## src/rtl/fraise_result_collector.sv

```systemverilog
// Per-class ones counter over a programmable window, sequential argmax scan, then
// write-out of counts and winner. Optional sticky interrupt under FRAISE_RESULT_IRQ_EN.
module fraise_result_collector #(
    parameter int unsigned NumClasses = 4,
    parameter int unsigned CountWidth = 8,
    parameter int unsigned DataWidth  = 32,
    parameter int unsigned AddrWidth  = 32,
    localparam int unsigned ArgW      = (NumClasses > 1) ? $clog2(NumClasses) : 1
) (
    input  logic                  clk_i,
    input  logic                  reset_n,
    input  logic                  start_i,
    input  logic [CountWidth-1:0] window_len_i,
    input  logic [AddrWidth-1:0]  result_ptr_i,
    input  logic                  bit_valid_i,
    input  logic [NumClasses-1:0] bit_i,
    output logic                  wr_valid_o,
    input  logic                  wr_ready_i,
    output logic [AddrWidth-1:0]  wr_addr_o,
    output logic [DataWidth-1:0]  wr_data_o,
    output logic                  busy_o,
    output logic                  done_o,
    output logic [ArgW-1:0]       argmax_o
`ifdef FRAISE_RESULT_IRQ_EN
    ,
    input  logic                  irq_clr_i,
    output logic                  irq_o
`endif
);
    localparam int unsigned IdxW = $clog2(NumClasses + 1);

    typedef enum logic [1:0] {IDLE, ACCUM, ARGMAX, WRITE} state_e;

    state_e                 state_q, state_d;
    logic [CountWidth-1:0]  len_q, len_d;
    logic [AddrWidth-1:0]   ptr_q, ptr_d;
    logic [CountWidth-1:0]  cnt_q [NumClasses];
    logic [CountWidth-1:0]  cnt_d [NumClasses];
    logic [CountWidth-1:0]  samp_q, samp_d;
    logic [IdxW-1:0]        idx_q, idx_d;
    logic [ArgW-1:0]        best_q, best_d;
    logic [CountWidth-1:0]  best_val_q, best_val_d;
    logic [ArgW-1:0]        argmax_q, argmax_d;

    logic [ArgW-1:0]        cls;
    logic [CountWidth-1:0]  samp_inc;
    logic                   scan_last, write_last, better, accept;

    assign cls        = idx_q[ArgW-1:0];
    assign samp_inc   = samp_q + CountWidth'(1);
    assign scan_last  = (idx_q == IdxW'(NumClasses - 1));
    assign write_last = (idx_q == IdxW'(NumClasses));
    // Index 0 seeds the scan; strict compare keeps the lowest index on ties.
    assign better     = (idx_q == '0) || (cnt_q[cls] > best_val_q);
    assign accept     = (state_q == WRITE) && wr_ready_i;

    always_ff @(posedge clk_i or negedge reset_n) begin
        if (!reset_n) state_q <= IDLE;
        else          state_q <= state_d;
    end

    always_comb begin
        state_d = state_q;
        unique case (state_q)
            IDLE:    if (start_i) state_d = (window_len_i == '0) ? ARGMAX : ACCUM;
            ACCUM:   if (bit_valid_i && (samp_inc == len_q)) state_d = ARGMAX;
            ARGMAX:  if (scan_last) state_d = WRITE;
            WRITE:   if (accept && write_last) state_d = IDLE;
            default: state_d = IDLE;
        endcase
    end

    always_comb begin
        wr_valid_o = (state_q == WRITE);
        busy_o     = (state_q != IDLE);
        done_o     = accept && write_last;
        wr_addr_o  = '0;
        wr_data_o  = '0;
        if (state_q == WRITE) begin
            wr_addr_o = ptr_q + AddrWidth'({idx_q, 2'b00});
            wr_data_o = write_last ? DataWidth'(argmax_q) : DataWidth'(cnt_q[cls]);
        end
    end

    assign argmax_o = argmax_q;

    always_comb begin
        len_d      = len_q;
        ptr_d      = ptr_q;
        cnt_d      = cnt_q;
        samp_d     = samp_q;
        idx_d      = idx_q;
        best_d     = best_q;
        best_val_d = best_val_q;
        argmax_d   = argmax_q;
        unique case (state_q)
            IDLE: begin
                if (start_i) begin
                    len_d  = window_len_i;
                    ptr_d  = result_ptr_i;
                    cnt_d  = '{default: '0};
                    samp_d = '0;
                    idx_d  = '0;
                end
            end
            ACCUM: begin
                if (bit_valid_i) begin
                    samp_d = samp_inc;
                    for (int unsigned i = 0; i < NumClasses; i++) begin
                        if (bit_i[i] && (cnt_q[i] != '1)) cnt_d[i] = cnt_q[i] + CountWidth'(1);
                    end
                end
            end
            ARGMAX: begin
                if (better) begin
                    best_d     = cls;
                    best_val_d = cnt_q[cls];
                end
                if (scan_last) begin
                    argmax_d = better ? cls : best_q;
                    idx_d    = '0;
                end else begin
                    idx_d = idx_q + IdxW'(1);
                end
            end
            WRITE: begin
                if (wr_ready_i && !write_last) idx_d = idx_q + IdxW'(1);
            end
            default: ;
        endcase
    end

    always_ff @(posedge clk_i or negedge reset_n) begin
        if (!reset_n) begin
            len_q      <= '0;
            ptr_q      <= '0;
            cnt_q      <= '{default: '0};
            samp_q     <= '0;
            idx_q      <= '0;
            best_q     <= '0;
            best_val_q <= '0;
            argmax_q   <= '0;
        end else begin
            len_q      <= len_d;
            ptr_q      <= ptr_d;
            cnt_q      <= cnt_d;
            samp_q     <= samp_d;
            idx_q      <= idx_d;
            best_q     <= best_d;
            best_val_q <= best_val_d;
            argmax_q   <= argmax_d;
        end
    end

`ifdef FRAISE_RESULT_IRQ_EN
    logic irq_q, irq_d;

    always_comb begin
        irq_d = irq_q;
        if (done_o)    irq_d = 1'b1;
        if (irq_clr_i) irq_d = 1'b0;
    end

    always_ff @(posedge clk_i or negedge reset_n) begin
        if (!reset_n) irq_q <= 1'b0;
        else          irq_q <= irq_d;
    end

    assign irq_o = irq_q;
`endif

endmodule

```

## config.mk

```make
export PLATFORM = sky130hd
export DESIGN_NAME = fraise_result_collector
export DESIGN_NICKNAME = d
export VERILOG_FILES = /design/src/rtl/fraise_result_collector.sv
export SDC_FILE = /design/constraint.sdc
export NUM_CORES = 1
export LEC_CHECK = 0
export ABC_AREA = 1
export CAP_MARGIN = 10
export CORE_ASPECT_RATIO = 0.9
export CORE_UTILIZATION = 30
export DETAILED_ROUTE_END_ITERATION = 10
export MAX_ROUTING_LAYER = met4
export PLACE_DENSITY = 0.6
export SETUP_SLACK_MARGIN = 0.05
export SLEW_MARGIN = 10
export SYNTH_ARGS = -nofsm -noshare
export SYNTH_HDL_FRONTEND = slang
export SYNTH_SLANG_ARGS = --single-unit
export TNS_END_PERCENT = 1
```

## constraint.sdc

```tcl
create_clock -name clk_i -period 2.99 [get_ports clk_i]
set_input_delay 0.598 -clock clk_i [delete_from_list [all_inputs] [get_ports clk_i]]
set_output_delay 0.598 -clock clk_i [all_outputs]
set_load 0.01 [all_outputs]
```

# Word-level counts from Yosys, hierarchy flattened
# Index checks and enable logic that the tools add are counted.
classes:
  n_mux: 27
  addsub: 7
  n_reduce_logical: 26
  n_eq_ne: 20
  magnitude_cmp: 2
  bitwise_logic: 1
op_table:
  columns: ["cell", "count"]
  rows:
  - ["2-to-1 mux 32 bit", 3]
  - ["2-to-1 mux 8 bit", 10]
  - ["one-hot mux 32 bit (2 select lines)", 1]
  - ["adder 8 x 1 -> 8 bit, second input constant", 5]
  - ["adder 32 x 5 -> 32 bit", 1]
  - ["inequality test 8 bit, second input constant", 4]
  - ["AND reduction 4 bit", 5]
  - ["binary-select mux 8 bit (select 2 bit)", 1]
  - ["inequality test 2 bit, second input constant", 8]
  - ["one-hot mux 8 bit (2 select lines)", 1]
  - ["2-to-1 mux 2 bit", 6]
  - ["2-to-1 mux 3 bit", 3]
  - ["one-hot mux 3 bit (3 select lines)", 1]
  - ["equality test 8 bit", 1]
  - ["> comparator 8 bit", 1]
  - ["logical AND 1 bit", 8]
  - ["zero test 8 bit", 1]
  - ["one-hot mux 2 bit (4 select lines)", 1]
  - ["AND reduction 2 bit", 3]
  - ["AND reduction 3 bit", 2]
  - ["equality test 2 bit, second input constant", 2]
  - ["inequality test 2 x 1 -> 1 bit, second input constant", 2]
  - ["nonzero test 2 bit", 2]
  - ["adder 3 x 1 -> 3 bit, second input constant", 1]
  - ["other kinds (10)", 10]
word_totals:
  wordCells: 95
  out_inout_bits: 69
  input_bits: 49
  register_bits: 97

# Longest topological paths before layout
# Gate-level depths: netlist of the first run.
logic_depth:
  ltp_word: 7
  depth_mapped: 17
  mapped_depth_nobuf: 16

# Least setup slack after synthesis of the first run
# No wires, ideal clock.
synth_timing:
  path_kind: "reg-to-reg"
  start: "register idx_q[1]"
  end: "register best_q[0]"
  synth_period_minus_slack_ps: 2326
  path_slack_ps: 664
  required_time_ps: 2907
  setup_time_ps: 83
  path_buffers: 2
  stages_incl_launch_ff: 15
  arrival_ps: 2243
  cell_sequence: "dfrtp_1 > clkinv_1 > buf_2 > a32oi_1 > ha_1 > a21oi_1 > o21ai_0 > nand2_1 > nand3_1 > nand2_1 > nand2_1 > nand2_1 > clkbuf_1 > nand2_1 > o21ai_0"
synth_via:
  elab_chain_cells: 7
  elab_cells_between_ends: 8
  cone_classes: "order compare (1); mux (4); bitwise (1); reduce/logical (2)"
synth_lines:
  columns: ["item", "line_no", "source"]
  rows:
  - ["start, declared", "40", "logic [IdxW-1:0] idx_q, idx_d;"]
  - ["start signal, assigned", "148", "idx_q <= idx_d;"]
  - ["inverter 2 -> 3 bit (not written as such)", "54", "assign better = (idx_q == '0) || (cnt_q[cls] > best_val_q);"]
  - ["binary-select mux 8 bit (select 2 bit)", "54", null]
  - ["2-to-1 mux 8 bit (not written as such) (2 in series)", "54", null]
  - ["> comparator 8 bit", "54", null]
  - ["logical OR 1 bit (*)", "54", null]
  - ["2-to-1 mux 2 bit (*)", null, null]
  - ["end signal, assigned", "149", "best_q <= best_d;"]
  - ["end, declared", "41", "logic [ArgW-1:0] best_q, best_d;"]
# Mark *: on every way between the ends. The rest lies on a longest branch, timed or not. The select of a mux whose other input is x is not followed.
# A chain may end at the register's enable or synchronous reset.

# Worst setup path in the final report of the first run
layout_timing:
  start: "register ptr_q[2]"
  end: "output port wr_addr_o[26]"
layout_via:
  elab_chain_cells: 2
layout_lines:
  columns: ["item", "line_no", "source"]
  rows:
  - ["start, declared", "36", "logic [AddrWidth-1:0] ptr_q, ptr_d;"]
  - ["start signal, assigned", "145", "ptr_q <= ptr_d;"]
  - ["adder 32 x 5 -> 32 bit", "80", "wr_addr_o = ptr_q + AddrWidth'({idx_q, 2'b00});"]
  - ["2-to-1 mux 32 bit", "79", "if (state_q == WRITE) begin"]
  - ["end, declared", "19", "output logic [AddrWidth-1:0] wr_addr_o,"]
# Every way passes these cells.

==> flow_metrics.env, run 1 <==
export IMPL_fin_crit_sh=1.018
export IMPL_synthMuxAreaShare=0.02973
export IMPL_synth_compound_area_share=0.1360
export IMPL_rsz0062_at_grt="true"
export IMPL_synthTopCellsByArea="dfrtp_1, nand2_1, inv_1"
export IMPL_layout_nets=1033
export IMPL_synth_top_family_by_area="simple AND/OR/NAND/NOR gates"
export IMPL_final_core_util=0.3869
export IMPL_post_route_cell_area_sq_um=8085
export IMPL_cp_slowest_cell="dfrtp_1"
export IMPL_grt_pass1_wl_mm=28.28
export IMPL_drc=0
export IMPL_maxCapViolCount=0
export IMPL_port_buffers=93
export IMPL_hold_class="in -> async"
export IMPL_clockBufferDepth=2
export IMPL_grt_max_degree=66
export IMPL_grt_use_total=0.1675
export IMPL_wirelength_met1_mm=8.643
export IMPL_rows=50
export IMPL_dr_pass1_iters=5
export IMPL_startpoint_type="flip-flop"
export IMPL_root_buffer="clkbuf_16"
export IMPL_num_io_pins=118
export IMPL_hold_viol_final=0
export IMPL_ctsHtreeMaxLevel=3
export IMPL_grt_overflow=0
export IMPL_timing_clock_skew_ns=0.009324
export IMPL_arrival_ns=2.44
export IMPL_post_drt_via_cell_ratio=4.702
export IMPL_fmax_ghz=0.3286
export IMPL_yosysTopAreaCell="dfrtp_1"
export IMPL_dpl_hpwl_mm=12.97
export IMPL_crit_buf_inv=1
export IMPL_synthDistinctLibCells=44
export IMPL_initial_core_util=0.3082
export IMPL_dieWidth_um=156.4
export IMPL_p_total_uw=6511
export IMPL_period_needed_ns=3.043
export IMPL_status="finished with violations"
export IMPL_yosys_area_share_simple=0.2631
export IMPL_first_global_vias=5499
export IMPL_synth_area_sq_um=6440
export IMPL_required_ns=2.39
export IMPL_endpoint_kind="primary output"
export IMPL_synth_yosys_warnings=0
export IMPL_routed_wl_met3_um=821
export IMPL_wl_met2_mm=7.513
export IMPL_routed_wl_mm=17.23
export IMPL_drt_iter0_markers=348
export IMPL_drive_above_1_share=0.1214
export IMPL_violations="negative setup slack"
export IMPL_cts_tree="built"
export IMPL_p_per_area_nw_per_um2=805.3
export IMPL_core_area_sq_um=20900
export IMPL_antenna_found_initial=0
export IMPL_hold_buffers=0
export IMPL_worstSetupPathType="reg -> out"
export IMPL_crit_path_cell_trace="ha_2, fa_2, nand2_2, a21oi_4, nand3_4, nor2_4, nand3_4, nor2_8, nand2_2, o21ai_1, nor2_1, dlygate4sd2_1"
export IMPL_gp_congestion=0.8733
export IMPL_p_leak_uw=0.003582
export IMPL_maxSlewHeadroom=0.5140
export IMPL_num_vias=5878
export IMPL_drv_slew=0
export IMPL_syn_to_final_growth_pct=25.55
export IMPL_die_h_um=141.0
export IMPL_n_antenna_cell=0
export IMPL_cts_sinks=97
export IMPL_numCtsBuffers=9
export IMPL_placed_cell_area_sq_um=7671
export IMPL_syn_area_per_cell_sq_um=7.514
export IMPL_synth_cells=857
export IMPL_fin_ws_ns=-0.05282
export IMPL_ant_nets=0
export IMPL_yosysSeqAreaShare=0.3769
export IMPL_max_slew_worst_pin_slew_ns=0.7264
export IMPL_synthAdderAreaFrac=0.04974
export IMPL_ir_drop_uv=429.1
export IMPL_wl_per_cell_um=13.78
export IMPL_path_clk_slew_ns=0.07
export IMPL_setup_violations=1
export IMPL_dr_max_layer_used="met4"
export IMPL_path_max_fanout=5
export IMPL_synth_top_cell_area_share=0.3769
export IMPL_clock_latency_ns=0.35
export IMPL_critPathTopFamily="simple AND/OR/NAND/NOR gates"
export IMPL_synth_seq_cells=97
export IMPL_synth_xor_area_share=0.02584
export IMPL_post_place_ws_ns=0.08160
export IMPL_critPathMaxStageDelay_ns=0.36
export IMPL_floorplan_die_area_sq_um=22060
-- timing repair --
item                                   CTS  global route
setup endpoints to repair               31            23
resized for setup                       50            20
setup buffers                            2             0
pin swaps                                1             0
endpoints found under the hold margin    0             0
gates cloned                             0             0
-- report_power, final --
group | switching (uW) | internal [uW]
sequential | 438 | 1740
combinational | 1970 | 1200
clock | 506 | 654
total | 2910 | 3600
-- state kept, by name (all words and copies together) (netlist names) --
name	flops
state_q	2
ptr_q	32
best_val_q	8
idx_q	3
cnt_q	32
argmax_o	2
best_q	2
len_q	8
samp_q	8
-- logic make-up after synthesis --
family,Yosys count
AOI/OAI and AO/OA,159
buffers and inverters,169
adders and majority gates,25
and+or+nand+nor,370
other,1
xor gates and xnor gates,19
muxes,17
DFF,97
-- routing by layer --
metal,up-vias,global-route usage
met5,-,-
met4,0,0.05418
met3,22,0.02674
met2,152,0.2378
met1,2740,0.2408
li1,2964,-
-- cells in the mapped netlist --
cell type,count
o21ai_0,73
nor2_4,2
nor4_2,1
o31ai_1,12
buf_6,3
buf_2,8
xor2_1,14
inv_1,115
nor4_1,5
nor3b_2,1
a21oi_1,55
nor2_1,76
clkbuf_1,8
nor2_8,1
or2_1,1
nand2_2,6
nand3_1,58
fa_1,1
a32oi_1,7
a31oi_1,2
buf_4,25
o21ai_1,4
nor3_1,13
nand2_4,1
dfrtp_1,97
o21a_1,2
nand4_1,13
a21oi_4,1
nand2_1,175
o22ai_1,2
nor3_2,3
nand3_2,2
nor3_4,1
nand3_4,2
nand3b_1,3
clkinv_1,1
ha_1,24
xnor2_1,5
inv_2,7
mux2_2,17
o21bai_1,1
buf_1,2
conb_1,1
nor2_2,6
-- final timing paths --
| kind | startpoint | end | slack (ns) | depth (start not counted) |
|---|---|---|---|---|
| worst max-delay path | ptr_q[2] | wr_addr_o[26] | -0.05 | 12 |
| worst min-delay path | reset_n | cnt_q[6] | 0.19 | 1 |
| worst max register to register | idx_q[1] | best_val_q[0] | 0.49 | 16 |
| worst min register to register | best_val_q[6] | best_val_q[6] | 0.49 | 2 |
| max in group asynchronous | reset_n | ptr_q[13] | 2.06 | 2 |
| min in group clk_i | best_val_q[6] | best_val_q[6] | 0.49 | 2 |
-- cell usage in the layout (no fill, tap or decap), drive strengths merged, types with 2 or more instances in the layout --
master / instances
inv: 122
nor3: 17
dfrtp: 97
xnor2: 5
nand3: 62
nor4: 6
o22ai: 2
o21ai: 77
o31ai: 12
nand4: 13
buf: 22
clkdlybuf4s15: 3
clkinv: 3
conb: 24
mux2: 17
clkdlybuf4s50: 64
nand2: 182
a32oi: 7
o21a: 2
dlygate4sd2: 21
a21oi: 56
nand3b: 3
nor2: 85
ha: 24
clkbuf: 17
xor2: 14
a31oi: 2
-- layout make-up --
class                      count  area (sq um)
clock buffer                  14         284.0
clock inverter                 2         10.01
inverter                     123         461.7
timing repair buffer         114          1071
multi-input combinational    614          3472
fill                        2190         12810
sequential                    97          2429
tap                          286         357.8
-- metrics by stage --
stage / instances / hold slack, ns / TNS, ns
after floorplan: 880 / 0.3024 / 0
after global placement: 1232 / 0.4693 / 0
after detailed placement: 1232 / 0.4750 / 0
after CTS: 1250 / 0.2154 / -0.2266
after global routing: 1250 / 0.2359 / -1.086
final: 1250 / 0.1950 / -0.05282
No activity file was read; power rests on OpenSTA's default activity.
==> run 2: changes to the inputs <==
Clock period 2.99 ns to 3.6 ns, I/O delays scaled along.
==> run 2 against run 1 <==
The run now ends clean. Global-route usage is 0.067 points lower. Count of clock-buffer cells in the layout fell by 5. First-iteration DRC count shrank 5.7%. Sequential power fell by 17%. Combinational power down 20%. Sequential share of layout area increased by 0.61 points. Critical path depth grew 1. Clock skew is 0.00083 ns higher. Clock power is 14% lower. Final cell count down 1.0%. Utilization down 0.77 points.
==> flow_metrics.env, run 2 (synthesized netlist as in run 1, its figures left out) <==
export IMPL_worstSetupPathType="reg -> out"
export IMPL_cts_setup_buffers=0
export IMPL_wl_per_cell_um=13.80
export IMPL_layout_nets=1019
export IMPL_cts_tree="built"
export IMPL_ctsHtreeMaxLevel=3
export IMPL_path_clk_slew_ns=0.07
export IMPL_port_buffers=93
export IMPL_hold_buffers=0
export IMPL_root_buffer="clkbuf_16"
export IMPL_ant_nets=0
export IMPL_maxSlewHeadroom=0.4601
export IMPL_syn_to_final_growth_pct=23.06
export IMPL_max_slew_worst_pin_slew_ns=0.8070
export IMPL_drt_iter0_markers=328
export IMPL_first_global_vias=5437
export IMPL_timing_rr_end="best_val_q[2]"
export IMPL_core_area_sq_um=20900
export IMPL_drive_above_1_share=0.08526
export IMPL_maxCapViolCount=0
export IMPL_drc=0
export IMPL_fin_crit_sh=0.9489
export IMPL_clockBufferDepth=2
export IMPL_grt_pass1_wl_mm=27.90
export IMPL_initial_core_util=0.3082
export IMPL_num_io_pins=118
export IMPL_grt_max_degree=57
export IMPL_hold_class="in -> async"
export IMPL_drv_slew=0
export IMPL_ir_drop_uv=317.9
export IMPL_floorplan_die_area_sq_um=22060
export IMPL_period_needed_ns=3.416
export IMPL_p_per_area_nw_per_um2=675.8
export IMPL_startpoint_type="flip-flop"
export IMPL_endpoint_kind="primary output"
export IMPL_antenna_found_initial=1
export IMPL_rrSetupSlack_ns=0.67
export IMPL_rr_startpoint="idx_q[0]"
export IMPL_die_h_um=141.0
export IMPL_dr_pass1_iters=5
export IMPL_p_leak_uw=0.003398
export IMPL_num_vias=5842
export IMPL_clock_latency_ns=0.36
export IMPL_setup_tns_ns=0
export IMPL_status="finished, final reports clean"
export IMPL_top_regs="cnt_q: 32 flops, ptr_q: 32 flops"
export IMPL_layout_commonest_cell="nand2_1"
export IMPL_worst_r2r_cell_count=13
export IMPL_whs_ns=0.4370
export IMPL_num_fill_cells=2197
export IMPL_rsz0062_at_grt="true"
export IMPL_cts_sinks=97
export IMPL_rows=50
export IMPL_setup_violations=0
export IMPL_timing_clock_skew_ns=0.01016
export IMPL_numCtsBuffers=9
export IMPL_fmax_ghz=0.2927
export IMPL_routed_wl_mm=17.07
export IMPL_arrival_ns=2.70
export IMPL_hold_viol_final=0
export IMPL_dpl_hpwl_mm=13.04
export IMPL_post_drt_via_cell_ratio=4.723
export IMPL_grt_overflow=0
export IMPL_grt_use_total=0.1668
export IMPL_path_max_fanout=5
export IMPL_gp_congestion=0.8755
export IMPL_most_common_layout_cells="nand2_1, inv_1, dfrtp_1"
export IMPL_dieWidth_um=156.4
export IMPL_required_ns=2.88
==> run 2: changes by cell type in the layout (fill, tap and decap cells not counted), moves of 4 or more <==
cell             before  now
clkbuf_8              4    0
buf_4                19    6
dlygate4sd2_1        21    0
a32oi_2               7    0
clkdlybuf4s50_1      64   92
a32oi_1               0    7
==> run 2: metal layers <==
layer,part of all wire,track usage,routed length (um),vias to the layer above
met2,0.44,0.2516,7592,132
met5,0,-,0,-
met3,0.045,0.02951,769,13
li1,-,-,-,2932
met1,0.50,0.2283,8518,2765
met4,0.011,0.04696,191,0
==> run 2: stage by stage <==
step | power [uW] | instances | worst slack [ns] | area [sq um] | utilization
5_1_grt | 5815 | 1237 | 0.007659 | 7925 | 0.3793
3_5_place_dp | 4361 | 1220 | 0.5156 | 7594 | 0.3634
2_1_floorplan | 3535 | 880 | 1.153 | 6526 | -
3_3_place_gp | 4356 | 1220 | 0.5248 | 7594 | 0.3634
4_1_cts | 5393 | 1236 | 0.1058 | 7895 | 0.3778
6_report | 5355 | 1237 | 0.1839 | 7925 | 0.3793
==> run 2: critical path, cell delays in order (launching register included) <==
cell	delay [ns]
dfrtp_1	0.35
ha_1	0.18
fa_1	0.24
nand2_2	0.09
a21oi_4	0.17
nand3_4	0.13
nor2_4	0.12
nand3_4	0.11
nor2_8	0.13
nand2_2	0.08
nand2_1	0.06
nand2_1	0.04
nor2_1	0.10
clkdlybuf4s50_1	0.55
==> run 2: how the worst max path moves through the flow <==
stage                     depth (start not counted)      from  slack [ns]       endpoint
final                                            13  ptr_q[2]        0.18  wr_addr_o[22]
after global routing                             13  idx_q[0]       0.008  wr_addr_o[22]
after CTS                                        12  idx_q[2]        0.11  wr_addr_o[29]
after detailed placement                         12  idx_q[2]        0.52  wr_addr_o[29]
after global placement                           11  idx_q[2]        0.52  wr_addr_o[27]
after floorplan                                  11  idx_q[2]        1.15  wr_addr_o[22]
==> run 2: report_power, final <==
group          switching (uW)  internal, uW
registers                 361          1450
logic                    1590           969
clock network             450           544
total                    2400          2960
==> run 2: final cells by class <==
type / count / area [sq um] / area share
repair buffers: 100 / 1006 / 0.1269
flip-flops and latches: 97 / 2429 / 0.3064
well taps: 286 / 357.8 / 0.04515
clock buffers: 9 / 225.2 / 0.02842
diodes: 1 / 2.502 / 0.0003158
inverters: 123 / 465.4 / 0.05873
clock inverters: 7 / 76.32 / 0.009631
multi-input cells: 614 / 3363 / 0.4244
==> run 2: what timing repair did <==
item	in CTS	in global routing
gates resized for setup	0	6
endpoints found under the setup margin	0	10
hold endpoints to repair	0	0
==> run 3: changes to the inputs <==
Settings changed: CORE_UTILIZATION 30 to 58, PLACE_DENSITY 0.6 to 0.95.
==> run 3 against run 2 <==
Via count increased by 2.3%. Hold slack improved by 0.062 ns. Count of clock-buffer cells in the layout unchanged. Cell area decreased by 2.5%. Critical path type unchanged. Critical endpoint is now wr_addr_o[26]. Largest cell class unchanged.
==> flow_metrics.env, run 3 (synthesized netlist as in run 1, its figures left out) <==
export IMPL_drc=0
export IMPL_maxCapViolCount=0
export IMPL_port_buffers=93
export IMPL_die_h_um=102.0
export IMPL_crit_path_cell_trace="ha_1, fa_2, nand2_2, a21oi_4, nand3_4, nor2_4, nand3_4, nor2_8, nand2_2, o21ai_1, nor2_1, clkdlybuf4s50_1"
export IMPL_met1_usage=0.4026
export IMPL_num_io_pins=118
export IMPL_num_vias=5978
export IMPL_hold_buffers=0
export IMPL_cp_slowest_cell="clkdlybuf4s50_1"
export IMPL_status="finished, final reports clean"
export IMPL_maxSlewHeadroom=0.2966
export IMPL_rsz0062_at_grt="true"
export IMPL_worstSetupPathType="reg -> out"
export IMPL_fin_crit_sh=0.9454
export IMPL_layout_nets=1019
export IMPL_initial_core_util=0.5957
export IMPL_globalRouteMet3Util=0.06880
export IMPL_dpl_hpwl_mm=11.94
export IMPL_fmax_ghz=0.2938
export IMPL_p_leak_uw=0.003440
export IMPL_met2_usage=0.4752
export IMPL_critPathMaxStageDelay_ns=0.47
export IMPL_dieWidth_um=113.1
export IMPL_grt_pass1_wl_mm=26.71
export IMPL_cts_tree="built"
export IMPL_ctsHtreeMaxLevel=3
export IMPL_n_antenna_cell=0
export IMPL_floorplan_die_area_sq_um=11530
export IMPL_numCtsBuffers=9
export IMPL_root_buffer="clkbuf_16"
export IMPL_path_max_fanout=5
export IMPL_first_global_vias=5616
export IMPL_hold_class="reg -> reg"
export IMPL_wl_per_cell_um=15.03
export IMPL_num_fill_cells=837
export IMPL_syn_to_final_growth_pct=19.95
export IMPL_arrival_ns=2.68
export IMPL_core_area_sq_um=10810
export IMPL_top_regs="cnt_q: 32 flops, ptr_q: 32 flops"
export IMPL_drive_above_1_share=0.08842
export IMPL_ant_nets=0
export IMPL_ir_drop_uv=493.0
export IMPL_clock_latency_ns=0.36
export IMPL_cts_sinks=97
export IMPL_grt_use_total=0.3075
export IMPL_setup_violations=0
export IMPL_ctsResizeCount=0
export IMPL_layout_commonest_cell="nand2_1"
export IMPL_hold_viol_final=0
export IMPL_rows=36
export IMPL_dr_pass1_iters=5
export IMPL_required_ns=2.88
export IMPL_grt_max_degree=83
export IMPL_grt_overflow=0
export IMPL_fin_cells=1083
export IMPL_startpoint_type="flip-flop"
export IMPL_busiest_layer="met2"
export IMPL_antenna_found_initial=0
export IMPL_setup_tns_ns=0
export IMPL_max_slew_worst_pin_slew_ns=1.055
export IMPL_post_drt_via_cell_ratio=5.520
export IMPL_period_needed_ns=3.403
export IMPL_clockBufferDepth=2
export IMPL_drv_slew=0
export IMPL_multi_input_area_sq_um=3372
export IMPL_most_common_layout_cells="nand2_1, inv_1, dfrtp_1"
export IMPL_timing_clock_skew_ns=0.01045
export IMPL_drt_iter0_markers=471
export IMPL_p_per_area_nw_per_um2=696.0
export IMPL_cts_setup_buffers=0
export IMPL_place_inst=1067
export IMPL_gp_congestion=0.9514
export IMPL_path_clk_slew_ns=0.07
export IMPL_endpoint_kind="primary output"
export IMPL_regArea_sq_um=2430
export IMPL_routed_wl_mm=16.28
[run 3: where the power goes]
part / total, uW / internal (uW) / switching (uW)
registers: 1810 / 1450 / 367
logic: 2560 / 956 / 1600
clock network: 1010 / 545 / 461
[run 3: layout make-up]
class	count	area share
multi-input combinational	614	0.4365
sequential	97	0.3145
timing repair buffer	100	0.1280
inverter	123	0.06025
clock buffer	9	0.02915
tap	133	0.02154
clock inverter	7	0.01004
[run 3: metal layers]
layer / share of wire / vias to the layer above / routed length, um
met5: 0 / - / 0
met2: 0.46 / 207 / 7542
met4: 0.016 / 0 / 255
li1: - / 2938 / -
met3: 0.064 / 25 / 1035
met1: 0.46 / 2808 / 7443
[run 3: path summary, 6_finish.rpt]
path / start / endpoint / slack [ns] / depth (start not counted)
max: ptr_q[2] / wr_addr_o[26] / 0.20 / 12
min: best_val_q[0] / best_val_q[0] / 0.50 / 2
max reg2reg: idx_q[0] / best_val_q[1] / 0.60 / 13
min reg2reg: best_val_q[0] / best_val_q[0] / 0.50 / 2
max in group asynchronous: reset_n / ptr_q[26] / 2.31 / 2
min in group asynchronous: reset_n / cnt_q[2] / 0.56 / 1
[run 3: metrics by stage]
stage / area (sq um) / setup WS (ns) / total power (uW) / utilization / hold WS [ns]
floorplan: 6526 / 1.153 / 3535 / - / 0.4244
global placement: 7377 / 0.5582 / 4231 / 0.6824 / 0.4659
detailed placement: 7377 / 0.5592 / 4304 / 0.6824 / 0.4746
CTS: 7680 / 0.1453 / 5338 / 0.7104 / 0.4920
global route: 7725 / 0.02156 / 5795 / 0.7146 / 0.5025
finish: 7725 / 0.1965 / 5377 / 0.7146 / 0.4993
[run 3: worst max-delay path, delay by kind of cell (launching register included)]
| family | cells | cell delay (ns) |
|---|---|---|
| DFF | 1 | 0.37 |
| adders and majority gates | 2 | 0.46 |
| buffers and inverters | 1 | 0.47 |
| and+or+nand+nor | 7 | 0.71 |
| AOI/OAI and AO/OA | 2 | 0.29 |
